===== src/rtl/core_store_buffer_if.sv =====
// Data-bus port bundle: one load channel and one store channel.
// The master side drives requests, addresses, byte enables and store data.
// The slave side returns grants and load data.
//   rd_req/rd_gnt/rd_addr/rd_data : load request, grant, byte address, data (cycle after grant)
//   wr_req/wr_gnt/wr_addr/wr_be/wr_data : store request, grant, byte address, byte enables, data
interface core_store_buffer_if;
  logic        rd_req;
  logic        rd_gnt;
  logic [31:0] rd_addr;
  logic [31:0] rd_data;
  logic        wr_req;
  logic        wr_gnt;
  logic [31:0] wr_addr;
  logic [3:0]  wr_be;
  logic [31:0] wr_data;

  modport master (
    output rd_req, rd_addr, wr_req, wr_addr, wr_be, wr_data,
    input  rd_gnt, rd_data, wr_gnt
  );

  modport slave (
    input  rd_req, rd_addr, wr_req, wr_addr, wr_be, wr_data,
    output rd_gnt, rd_data, wr_gnt
  );
endinterface


===== src/rtl/core_store_buffer.sv =====
// Posted-write buffer between the core data-bus port and the system data bus.
// Stores are accepted into a circular FIFO in one cycle and drained in order.
// Loads pass straight through unless they hit a pending store word or target IO
// while stores are pending; such loads are held until the hazard clears.
// Loads win bus arbitration unless a pending drain has starved STARVE_LIMIT cycles.
//   clk, rst_n : clock, asynchronous active-low reset
//   s_bus      : core-facing port (slave modport)
//   m_bus      : system-bus port (master modport), m_bus.wr_* always shows the head entry
//   o_count    : number of valid entries (registered)
//   o_empty    : o_count == 0 (registered)
module core_store_buffer #(
  parameter int unsigned DEPTH        = 4,
  parameter int unsigned STARVE_LIMIT = 8,
  parameter logic [31:0] IO_BASE      = 32'h8000_0000,
  parameter logic [31:0] IO_MASK      = 32'hF000_0000
) (
  input  logic                         clk,
  input  logic                         rst_n,
  core_store_buffer_if.slave           s_bus,
  core_store_buffer_if.master          m_bus,
  output logic [$clog2(DEPTH+1)-1:0]   o_count,
  output logic                         o_empty
);

  localparam int unsigned PTR_W = $clog2(DEPTH);
  localparam int unsigned CNT_W = $clog2(DEPTH + 1);
  localparam int unsigned STV_W = $clog2(STARVE_LIMIT + 1);

  typedef struct packed {
    logic [31:0] addr;
    logic [3:0]  be;
    logic [31:0] data;
  } entry_t;

  entry_t             entry_q [DEPTH];
  entry_t             entry_d [DEPTH];
  logic [DEPTH-1:0]   valid_q, valid_d;
  logic [PTR_W-1:0]   wr_ptr_q, wr_ptr_d;
  logic [PTR_W-1:0]   rd_ptr_q, rd_ptr_d;
  logic [CNT_W-1:0]   count_q, count_d;
  logic               empty_q, empty_d;
  logic [STV_W-1:0]   starve_q, starve_d;

  logic addr_hit, io_load, hit, drain_wins, load_want;
  logic rd_req_int, wr_req_int, enq, deq;

  // Word-granular match against every pending store; byte enables are ignored.
  always_comb begin
    addr_hit = 1'b0;
    for (int i = 0; i < int'(DEPTH); i++) begin
      if (valid_q[i] && (entry_q[i].addr[31:2] == s_bus.rd_addr[31:2])) begin
        addr_hit = 1'b1;
      end
    end
  end

  // Hazard detection and one-request-per-cycle arbitration.
  always_comb begin
    io_load    = (s_bus.rd_addr & IO_MASK) == IO_BASE;
    hit        = addr_hit | (io_load & ~empty_q);
    drain_wins = starve_q == STV_W'(STARVE_LIMIT);
    load_want  = s_bus.rd_req & ~hit;
    rd_req_int = load_want & ~drain_wins;
    wr_req_int = ~empty_q & (~load_want | drain_wins);
    enq        = s_bus.wr_req & (count_q < CNT_W'(DEPTH));
    deq        = wr_req_int & m_bus.wr_gnt;
  end

  assign m_bus.rd_req  = rd_req_int;
  assign m_bus.rd_addr = s_bus.rd_addr;
  assign s_bus.rd_gnt  = rd_req_int & m_bus.rd_gnt;
  assign s_bus.rd_data = m_bus.rd_data;
  assign s_bus.wr_gnt  = enq;
  assign m_bus.wr_req  = wr_req_int;
  assign m_bus.wr_addr = entry_q[rd_ptr_q].addr;
  assign m_bus.wr_be   = entry_q[rd_ptr_q].be;
  assign m_bus.wr_data = entry_q[rd_ptr_q].data;
  assign o_count       = count_q;
  assign o_empty       = empty_q;

  // FIFO and starve-counter next state.
  always_comb begin
    entry_d  = entry_q;
    valid_d  = valid_q;
    wr_ptr_d = wr_ptr_q;
    rd_ptr_d = rd_ptr_q;
    count_d  = count_q;
    starve_d = starve_q;

    if (enq) begin
      entry_d[wr_ptr_q] = '{addr: s_bus.wr_addr, be: s_bus.wr_be, data: s_bus.wr_data};
      valid_d[wr_ptr_q] = 1'b1;
      wr_ptr_d          = wr_ptr_q + PTR_W'(1);
    end
    // Enqueue and dequeue never target the same slot: full refuses enqueue, empty has no head.
    if (deq) begin
      valid_d[rd_ptr_q] = 1'b0;
      rd_ptr_d          = rd_ptr_q + PTR_W'(1);
    end

    case ({enq, deq})
      2'b10:   count_d = count_q + CNT_W'(1);
      2'b01:   count_d = count_q - CNT_W'(1);
      default: count_d = count_q;
    endcase
    empty_d = count_d == '0;

    // A load winning the bus is rd_req_int; that already implies the counter is below the limit.
    if (empty_q || deq) begin
      starve_d = '0;
    end else if (rd_req_int) begin
      starve_d = starve_q + STV_W'(1);
    end
  end

  always_ff @(posedge clk or negedge rst_n) begin
    if (!rst_n) begin
      for (int i = 0; i < int'(DEPTH); i++) begin
        entry_q[i] <= '0;
      end
      valid_q  <= '0;
      wr_ptr_q <= '0;
      rd_ptr_q <= '0;
      count_q  <= '0;
      empty_q  <= 1'b1;
      starve_q <= '0;
    end else begin
      entry_q  <= entry_d;
      valid_q  <= valid_d;
      wr_ptr_q <= wr_ptr_d;
      rd_ptr_q <= rd_ptr_d;
      count_q  <= count_d;
      empty_q  <= empty_d;
      starve_q <= starve_d;
    end
  end

endmodule

===== src/flat_wrapper.sv =====
// flat-port wrapper written by rule: the top's interface ports become plain ports
module core_store_buffer_flat 
#(
  parameter int unsigned DEPTH        = 4,
  parameter int unsigned STARVE_LIMIT = 8,
  parameter logic [31:0] IO_BASE      = 32'h8000_0000,
  parameter logic [31:0] IO_MASK      = 32'hF000_0000
)
  (clk, rst_n, o_count, o_empty, s_bus_rd_req, s_bus_rd_addr, s_bus_wr_req, s_bus_wr_addr, s_bus_wr_be, s_bus_wr_data, s_bus_rd_gnt, s_bus_rd_data, s_bus_wr_gnt, m_bus_rd_req, m_bus_rd_addr, m_bus_wr_req, m_bus_wr_addr, m_bus_wr_be, m_bus_wr_data, m_bus_rd_gnt, m_bus_rd_data, m_bus_wr_gnt);
  core_store_buffer_if s_bus_i ();
  core_store_buffer_if m_bus_i ();
  input  logic clk;
  input  logic rst_n;
  output logic [$clog2(DEPTH+1)-1:0] o_count;
  output logic o_empty;
  input wire logic [$bits(s_bus_i.rd_req)-1:0] s_bus_rd_req;
  input wire logic [$bits(s_bus_i.rd_addr)-1:0] s_bus_rd_addr;
  input wire logic [$bits(s_bus_i.wr_req)-1:0] s_bus_wr_req;
  input wire logic [$bits(s_bus_i.wr_addr)-1:0] s_bus_wr_addr;
  input wire logic [$bits(s_bus_i.wr_be)-1:0] s_bus_wr_be;
  input wire logic [$bits(s_bus_i.wr_data)-1:0] s_bus_wr_data;
  output wire logic [$bits(s_bus_i.rd_gnt)-1:0] s_bus_rd_gnt;
  output wire logic [$bits(s_bus_i.rd_data)-1:0] s_bus_rd_data;
  output wire logic [$bits(s_bus_i.wr_gnt)-1:0] s_bus_wr_gnt;
  output wire logic [$bits(m_bus_i.rd_req)-1:0] m_bus_rd_req;
  output wire logic [$bits(m_bus_i.rd_addr)-1:0] m_bus_rd_addr;
  output wire logic [$bits(m_bus_i.wr_req)-1:0] m_bus_wr_req;
  output wire logic [$bits(m_bus_i.wr_addr)-1:0] m_bus_wr_addr;
  output wire logic [$bits(m_bus_i.wr_be)-1:0] m_bus_wr_be;
  output wire logic [$bits(m_bus_i.wr_data)-1:0] m_bus_wr_data;
  input wire logic [$bits(m_bus_i.rd_gnt)-1:0] m_bus_rd_gnt;
  input wire logic [$bits(m_bus_i.rd_data)-1:0] m_bus_rd_data;
  input wire logic [$bits(m_bus_i.wr_gnt)-1:0] m_bus_wr_gnt;
  assign s_bus_i.rd_req = s_bus_rd_req;
  assign s_bus_i.rd_addr = s_bus_rd_addr;
  assign s_bus_i.wr_req = s_bus_wr_req;
  assign s_bus_i.wr_addr = s_bus_wr_addr;
  assign s_bus_i.wr_be = s_bus_wr_be;
  assign s_bus_i.wr_data = s_bus_wr_data;
  assign s_bus_rd_gnt = s_bus_i.rd_gnt;
  assign s_bus_rd_data = s_bus_i.rd_data;
  assign s_bus_wr_gnt = s_bus_i.wr_gnt;
  assign m_bus_rd_req = m_bus_i.rd_req;
  assign m_bus_rd_addr = m_bus_i.rd_addr;
  assign m_bus_wr_req = m_bus_i.wr_req;
  assign m_bus_wr_addr = m_bus_i.wr_addr;
  assign m_bus_wr_be = m_bus_i.wr_be;
  assign m_bus_wr_data = m_bus_i.wr_data;
  assign m_bus_i.rd_gnt = m_bus_rd_gnt;
  assign m_bus_i.rd_data = m_bus_rd_data;
  assign m_bus_i.wr_gnt = m_bus_wr_gnt;
  core_store_buffer #(.DEPTH(DEPTH), .STARVE_LIMIT(STARVE_LIMIT), .IO_BASE(IO_BASE), .IO_MASK(IO_MASK)) u_core (.clk(clk), .rst_n(rst_n), .s_bus(s_bus_i), .m_bus(m_bus_i), .o_count(o_count), .o_empty(o_empty));
endmodule

===== config.mk =====
export PLATFORM = sky130hd
export DESIGN_NAME = core_store_buffer_flat
export DESIGN_NICKNAME = d
export VERILOG_FILES = /design/src/rtl/core_store_buffer_if.sv /design/src/rtl/core_store_buffer.sv /design/src/flat_wrapper.sv
export SDC_FILE = /design/constraint.sdc
export NUM_CORES = 1
export LEC_CHECK = 0
export BUFFER_PORTS_ARGS = -buffer_cell sky130_fd_sc_hd__buf_2
export CAP_MARGIN = 20
export CELL_PAD_IN_SITES_DETAIL_PLACEMENT = 0
export CELL_PAD_IN_SITES_GLOBAL_PLACEMENT = 1
export CORE_MARGIN = 2
export CORE_UTILIZATION = 43
export CTS_BUF_LIST = sky130_fd_sc_hd__clkbuf_2 sky130_fd_sc_hd__clkbuf_4 sky130_fd_sc_hd__clkbuf_8
export DETAILED_ROUTE_END_ITERATION = 10
export GPL_TIMING_DRIVEN = 0
export PLACE_DENSITY_LB_ADDON = 0.25
export SYNTH_ARGS = -nofsm -noshare
export SYNTH_HDL_FRONTEND = slang
export SYNTH_SLANG_ARGS = --single-unit

===== constraint.sdc =====
create_clock -name clk -period 2.69 [get_ports clk]
set_input_delay 0.1345 -clock clk [delete_from_list [all_inputs] [get_ports clk]]
set_output_delay 0.1345 -clock clk [all_outputs]
set_load 0.05 [all_outputs]

==> Word-level counts from Yosys, hierarchy flattened <==
Cells that the tools add are included.
{ "word_totals": {"regBits": 288, "inputBits": 138, "elab_cells": 86} }
{ "classes": {"addsub": 5, "magnitude_cmp": 8, "eq_ne": 8, "mux": 19, "bitwise": 18, "reduce_logical": 10} }
{ "ops": {"columns": ["op", "n"], "rows": [
  ["bitwise mux 272 bit", 1],
  ["2-to-1 mux 68 bit", 3],
  ["binary-select mux 68 bit (select 2 bit)", 1],
  ["demux 68 bit (select 2 bit)", 1],
  ["== test 30 bit", 4],
  ["2-to-1 mux 4 bit", 4],
  ["== test 4 bit, second input constant", 2],
  ["AND 1 bit", 7],
  ["logical AND 1 bit", 7],
  [">= comparator 3 bit, second input constant", 2],
  ["< comparator 2 x 3 -> 1 bit, second input constant", 2],
  ["2-to-1 mux 1 bit", 6],
  ["inverter 2 -> 3 bit", 2],
  ["one-hot mux 3 bit (2 select lines)", 1],
  ["adder 2 x 1 -> 2 bit, second input constant", 2],
  ["adder 4 x 1 -> 4 bit, second input constant", 1],
  ["AND 4 bit", 1],
  ["demux 1 bit (select 2 bit)", 2],
  [">= comparator 2 x 1 -> 1 bit, second input constant", 2],
  ["inverter 1 bit", 4],
  ["inverter 4 bit", 1],
  ["bitwise OR 4 bit", 1],
  ["adder 3 x 1 -> 3 bit, second input constant", 1],
  ["zero test 3 bit", 1],
  ["8 further kinds", 9]
]} }

==> Logic depth before layout (Yosys ltp) <==
{ "logic_depth": {"depth_word": 16, "depth_mapped": 13, "mapped_depth_nobuf": 13} }

==> Worst setup path before layout <==
No wires, ideal clock.
{ "synth_path": {"kind": "reg-to-reg", "startpoint": "reg u_core.entry_q[48] (netlist name)", "endpoint": "reg u_core.empty_q (netlist: u_core.o_empty)", "setup_ps": 82, "arrival_time_ps": 2762, "slack_ps": -154, "stages_incl_launch_ff": 13, "n_path_buf": 0, "cell_sequence": "dfrtp_1 -> xnor2_2 -> nand4_1 -> nor4_2 -> nand4_2 -> a311oi_4 -> ha_1 -> inv_1 -> fa_1 -> xor2_1 -> nor2_1 -> xor2_1 -> nor3_1"} }
{ "synth_via": {"elab_chain_cells": 13, "word_cells_on_any_way": 14} }
{ "synth_rtl": {"columns": ["item", "line_no", "rtl"], "rows": [
  ["start: declaration", "core_store_buffer.sv:35", "entry_t entry_q [DEPTH];"],
  ["start signal: assignment", "core_store_buffer.sv:128", "entry_q <= entry_d;"],
  ["== test 30 bit *", "core_store_buffer.sv:51", "if (valid_q[i] && (entry_q[i].addr[31:2] == s_bus.rd_addr[31:2])) begin"],
  ["logical AND 1 bit *", "core_store_buffer.sv:51", null],
  ["2-to-1 mux 1 bit *", "core_store_buffer.sv:51", null],
  ["bitwise OR 1 bit *", "core_store_buffer.sv:60", "hit = addr_hit | (io_load & ~empty_q);"],
  ["inverter 1 bit *", "core_store_buffer.sv:62", "load_want = s_bus.rd_req & ~hit;"],
  ["AND 1 bit *", "core_store_buffer.sv:62", null],
  ["inverter 1 bit *", "core_store_buffer.sv:64", "wr_req_int = ~empty_q & (~load_want | drain_wins);"],
  ["bitwise OR 1 bit *", "core_store_buffer.sv:64", null],
  ["AND 1 bit *", "core_store_buffer.sv:64", null],
  ["AND 1 bit *", "core_store_buffer.sv:66", "deq = wr_req_int & m_bus.wr_gnt;"],
  ["== test 2 x 1 -> 1 bit / == test 2 bit (equally long branches)", "core_store_buffer.sv:101", "case ({enq, deq})"],
  ["one-hot mux 3 bit (2 select lines) *", "core_store_buffer.sv:101", null],
  ["named net u_core.count_d[2]", "core_store_buffer.sv:40", "logic [CNT_W-1:0] count_q, count_d;"],
  ["zero test 3 bit *", "core_store_buffer.sv:106", "empty_d = count_d == '0;"],
  ["named net u_core.empty_d", "core_store_buffer.sv:41", "logic empty_q, empty_d;"],
  ["end signal: assignment", "core_store_buffer.sv:133", "empty_q <= empty_d;"],
  ["end: declaration", "core_store_buffer.sv:41", null]
]} }
The timed path passes the listed nets; every way through them passes the cells marked *.
A chain may end at the register's enable or synchronous reset.

==> Worst setup path after layout <==
{ "layout_path": {"startpoint": "reg u_core.entry_q[132] (netlist name)", "endpoint": "reg u_core.empty_q (netlist: u_core.o_empty)"} }
{ "layout_via": {"elab_chain_cells": 14, "word_cells_on_any_way": 15} }
{ "layout_rtl": {"columns": ["item", "line_no"], "rows": [
  ["== test 30 bit *", "core_store_buffer.sv:51"],
  ["logical AND 1 bit *", "core_store_buffer.sv:51"],
  ["2-to-1 mux 1 bit * (2 in series)", "core_store_buffer.sv:51"],
  ["bitwise OR 1 bit *", "core_store_buffer.sv:60"],
  ["inverter 1 bit *", "core_store_buffer.sv:62"],
  ["AND 1 bit *", "core_store_buffer.sv:62"],
  ["inverter 1 bit *", "core_store_buffer.sv:64"],
  ["bitwise OR 1 bit *", "core_store_buffer.sv:64"],
  ["AND 1 bit *", "core_store_buffer.sv:64"],
  ["AND 1 bit *", "core_store_buffer.sv:66"],
  ["== test 2 x 1 -> 1 bit / == test 2 bit (equally long branches)", "core_store_buffer.sv:101"],
  ["one-hot mux 3 bit (2 select lines) *", "core_store_buffer.sv:101"],
  ["named net u_core.count_d[2]", "core_store_buffer.sv:40"],
  ["zero test 3 bit *", "core_store_buffer.sv:106"],
  ["named net u_core.empty_d", "core_store_buffer.sv:41"]
]} }
Marked as above.

==> results.tsv <==
stage	metric	value	unit
synthesis	most frequently used cell type in the post-synthesis netlist	dfrtp_1	
setup_path	Critical Path Start Type	flop	
flow_run	count of maximum capacitance violations	0	
synthesis	Cells after Synth	1004	
cts	clock sink count	288	
placed_design	number of input and output port buffers inserted	213	
placed_design	Cells after DPL	1667	
routing	final routed wire length divided by cell count	20.5	um
setup_path	worst setup path startpoint	u_core.entry_q[132]	
setup_path	critical path peak fanout	3	
timing	final setup slack of the worst path	-0.325	ns
cts	Clock Pin Slew Worst Setup and Hold Paths	0.06	ns
final_layout	layout filler cell count	2848	
routing	Iteration-0 DRC Markers	400	
synthesis	fraction of the yosys area taken by sequential cells	0.495	
timing	Hold Fails Final Rpt	0	
cts	TritonCTS clock tree	done	
floorplan	DIE AREA	35300	um^2
cts	source-to-sink clock delay at the later pin of the worst-skew pair	0.58	ns
power	leakage power	0.00826	uW
power	power density normalized to cell area	1380	nW/um^2
timing	slew at the pin closest to its max-slew limit	0.885	ns
routing	router iterations before antenna repair	4	
grt	maximum number of pins on one net before global-route repair	118	
timing	min Tclk post-route	3.01	ns
synthesis	yosys synthesis warning count	0	
routing	via count of the routed design	9378	
placed_design	Detailed Place HPWL	26700	um
synthesis	synth top area cells	dfrtp_1 (49%), mux2_2 (21%), mux4_2 (11%)	
power	maximum resistive drop on vdd	0.887	mV
final_layout	layout cells sized above 1	0.592	
run_status	failing checks	negative setup slack	
floorplan	IO Count	278	
floorplan	effective utilization at floorplan	0.435	
routing	WL final	37600	um
timing	maximum clock frequency	332	MHz
synthesis	post-synthesis async set-or-reset flop share	1.00	
routing	vias per cell	5.11	
final_layout	non-filler cells, final	1834	
floorplan	core footprint	33400	um^2
synthesis	main flop type after synthesis	dfrtp_1	
setup_path	length in cells of the worst reg-to-reg path	12	
synthesis	number of enable flip-flop cells after synthesis	0	
floorplan	die height	188	um
run_status	result of the run	finished, violations left	
cts	Clock Tree Root	clkbuf_8	
synthesis	flip-flop and latch count after synthesis	288	
synthesis	share of the synthesized area in the top cell type	0.493	
timing	setup repair after global routing missed its margin	yes	
synthesis	most instantiated cells after synthesis	dfrtp_1 (287), mux2_2 (274), xnor2_1 (109), mux4_2 (68), buf_4 (65)	
synthesis	Netlist Area Pre-Place	14600	um^2
floorplan	Site Rows	67	
final_layout	final design instance area without fill	18500	um^2
setup_path	capturing instance or port of the critical path	u_core.o_empty	
setup_path	cell with the largest stage delay on the worst path	dfrtp_1	
floorplan	Die W	188	um
cts	number of CTS-inserted buffers	50	
routing	Residual DRC	0	
grt	Total GRT Usage	0.215	
setup_path	data required time at the worst endpoint	3.16	ns
timing	final number of max-transition violations	0	
setup_path	type of the worst setup path	reg2reg	
setup_path	startpoint of the lowest-slack register-to-register path	u_core.entry_q[132]	
setup_path	cell type with the highest occurrence count on the critical path	xor2_1	
grt	number of antenna violations at the first check in global routing	1	
timing	final worst path period share	1.12	
synthesis	Synthesized Nets	1154	
grt	wire length of the first global-routing pass	57900	um
placed_design	pre-CTS setup slack	-1.03	ns
hold_path	path type of the worst min-delay path	in2async	
synthesis	Yosys cell types	39	
synthesis	average cell area after synthesis	14.5	um^2
placed_design	area post-placement	16300	um^2
final_layout	growth of design area from synthesis to finish	27.2	%
timing	count of endpoints failing setup in the final report	3	
grt	via count of the first global-routing pass	9804	
synthesis	largest area contributor in the synthesized netlist	dfrtp_1	
timing	accumulated negative setup slack	-0.700	ns
setup_path	data arrival time of the worst path	3.49	ns
routing	post-route ant nets	0	
grt	overflow left after global routing	0	
timing	hold_ws	0.0977	ns
placed_design	gp weighted congestion	0.833	
setup_path	slack of the worst reg-to-reg path	-0.32	ns
setup_path	worst stage delay on the critical path	0.41	ns
setup_path	critical path, cell by cell	xnor2_2 > nand4_1 > nor4_4 > a22oi_2 > a311oi_4 > ha_2 > inv_2 > fa_2 > xor2_1 > nor2_1 > xor2_1 > nor3_1	
timing	largest clock skew in the final design	0.0210	ns
setup_path	critical register-to-register path endpoint	u_core.o_empty	
setup_path	capturing element type of the critical path	flop	
timing	worst slew margin relative to its limit	0.410	
cts	H-tree depth	2	
final_layout	layout net count	1505	
cts	Max Root-Sink Buffers	3	
==> area by class of cell <==
class / instances / area, um^2 / share of cell area
timing repair buffer: 301 / 1980 / 0.107
buffer: 138 / 897 / 0.0484
tap: 448 / 561 / 0.0303
inverter: 13 / 48.8 / 0.00264
sequential: 288 / 7210 / 0.389
clock inverter: 4 / 30.0 / 0.00162
multi-input combinational: 563 / 6790 / 0.367
antenna: 1 / 2.50 / 0.000135
clock buffer: 78 / 998 / 0.0539
==> metrics by stage <==
stage | utilization | power (uW)
after floorplan | - | 17900
after global placement | 0.485 | 20900
after detailed placement | 0.487 | 21100
after CTS | 0.549 | 25700
after global routing | 0.554 | 26900
final | 0.554 | 25500
==> power breakdown <==
group	switching (uW)	internal (uW)	leakage (uW)
Sequential	1570	6540	0.00345
Clock	1770	2340	0.000548
Combinational	7710	5590	0.00425
Total	11000	14500	0.00826
==> logic make-up after synthesis <==
| family | Yosys count | share of synthesized area |
|---|---|---|
| AO/OA/AOI/OAI | 16 | 0.00843 |
| flip-flops | 288 | 0.495 |
| buffers and inverters | 153 | 0.0616 |
| multiplexers | 345 | 0.320 |
| adder cells (fa/ha/maj) | 12 | 0.0108 |
| XOR/XNOR | 126 | 0.0779 |
| AND/OR/NAND/NOR | 64 | 0.0263 |
==> flip-flops by register name (all words and copies together), names as in the netlist <==
register and count:
u_core.wr_ptr_q 2, u_core.o_count 3, u_core.starve_q 4, u_core.entry_q 272
u_core.o_empty 1, u_core.rd_ptr_q 2, u_core.valid_q 4
==> worst max-delay path: cells and delay by family, from the launching register on <==
family,cells,cell delay [ns]
buffers and inverters,1,0.04
adder cells (fa/ha/maj),2,0.58
flip-flops,1,0.41
AO/OA/AOI/OAI,2,0.55
AND/OR/NAND/NOR,4,0.80
XOR/XNOR,3,0.54
==> repair_timing <==
| action | in CTS | in global routing |
|---|---|---|
| pin swaps | 21 | 16 |
| hold buffers | 70 | 0 |
| setup endpoints to repair | 84 | 95 |
| resized for setup | 66 | 22 |
| setup buffers | 9 | 11 |
| endpoints found under the hold margin | 331 | 0 |
==> how the worst min path moves through the flow <==
stage | start | end | slack (ns) | depth (start not counted)
global route | rst_n | u_core.entry_q[240] | 0.12 | 2
detailed placement | rst_n | u_core.entry_q[118] | 0.09 | 1
floorplan | rst_n | u_core.entry_q[0] | -0.16 | 0
global placement | s_bus_wr_data[22] | u_core.entry_q[158] | 0.41 | 2
finish | rst_n | u_core.entry_q[183] | 0.1 | 2
CTS | rst_n | u_core.entry_q[39] | 0.08 | 2
==> layer usage <==
metal	GRT usage	up-vias	wire length, um
li1	-	4238	-
met1	0.280	4789	15900
met2	0.358	293	18300
met3	0.0522	58	2630
met4	0.0621	0	760
met5	0	-	0
==> placed cells by master (no fill, tap or decap), types with 10 or more instances in the layout <==
master         netlist  layout
mux2_2             274     274
ha_1                11      10
mux4_2              68      68
buf_6                7      13
dlygate4sd3_1        0      70
clkbuf_8             0      66
buf_4               65      81
clkbuf_4             0      12
clkbuf_2             2      14
inv_1               13      11
xnor2_2              4      28
dfrtp_1            287     286
xor2_1              13      13
buf_2               19     226
nand4_1             26      26
xnor2_1            109      84
buf_1               29      20
(Power assumes the default switching activity.)
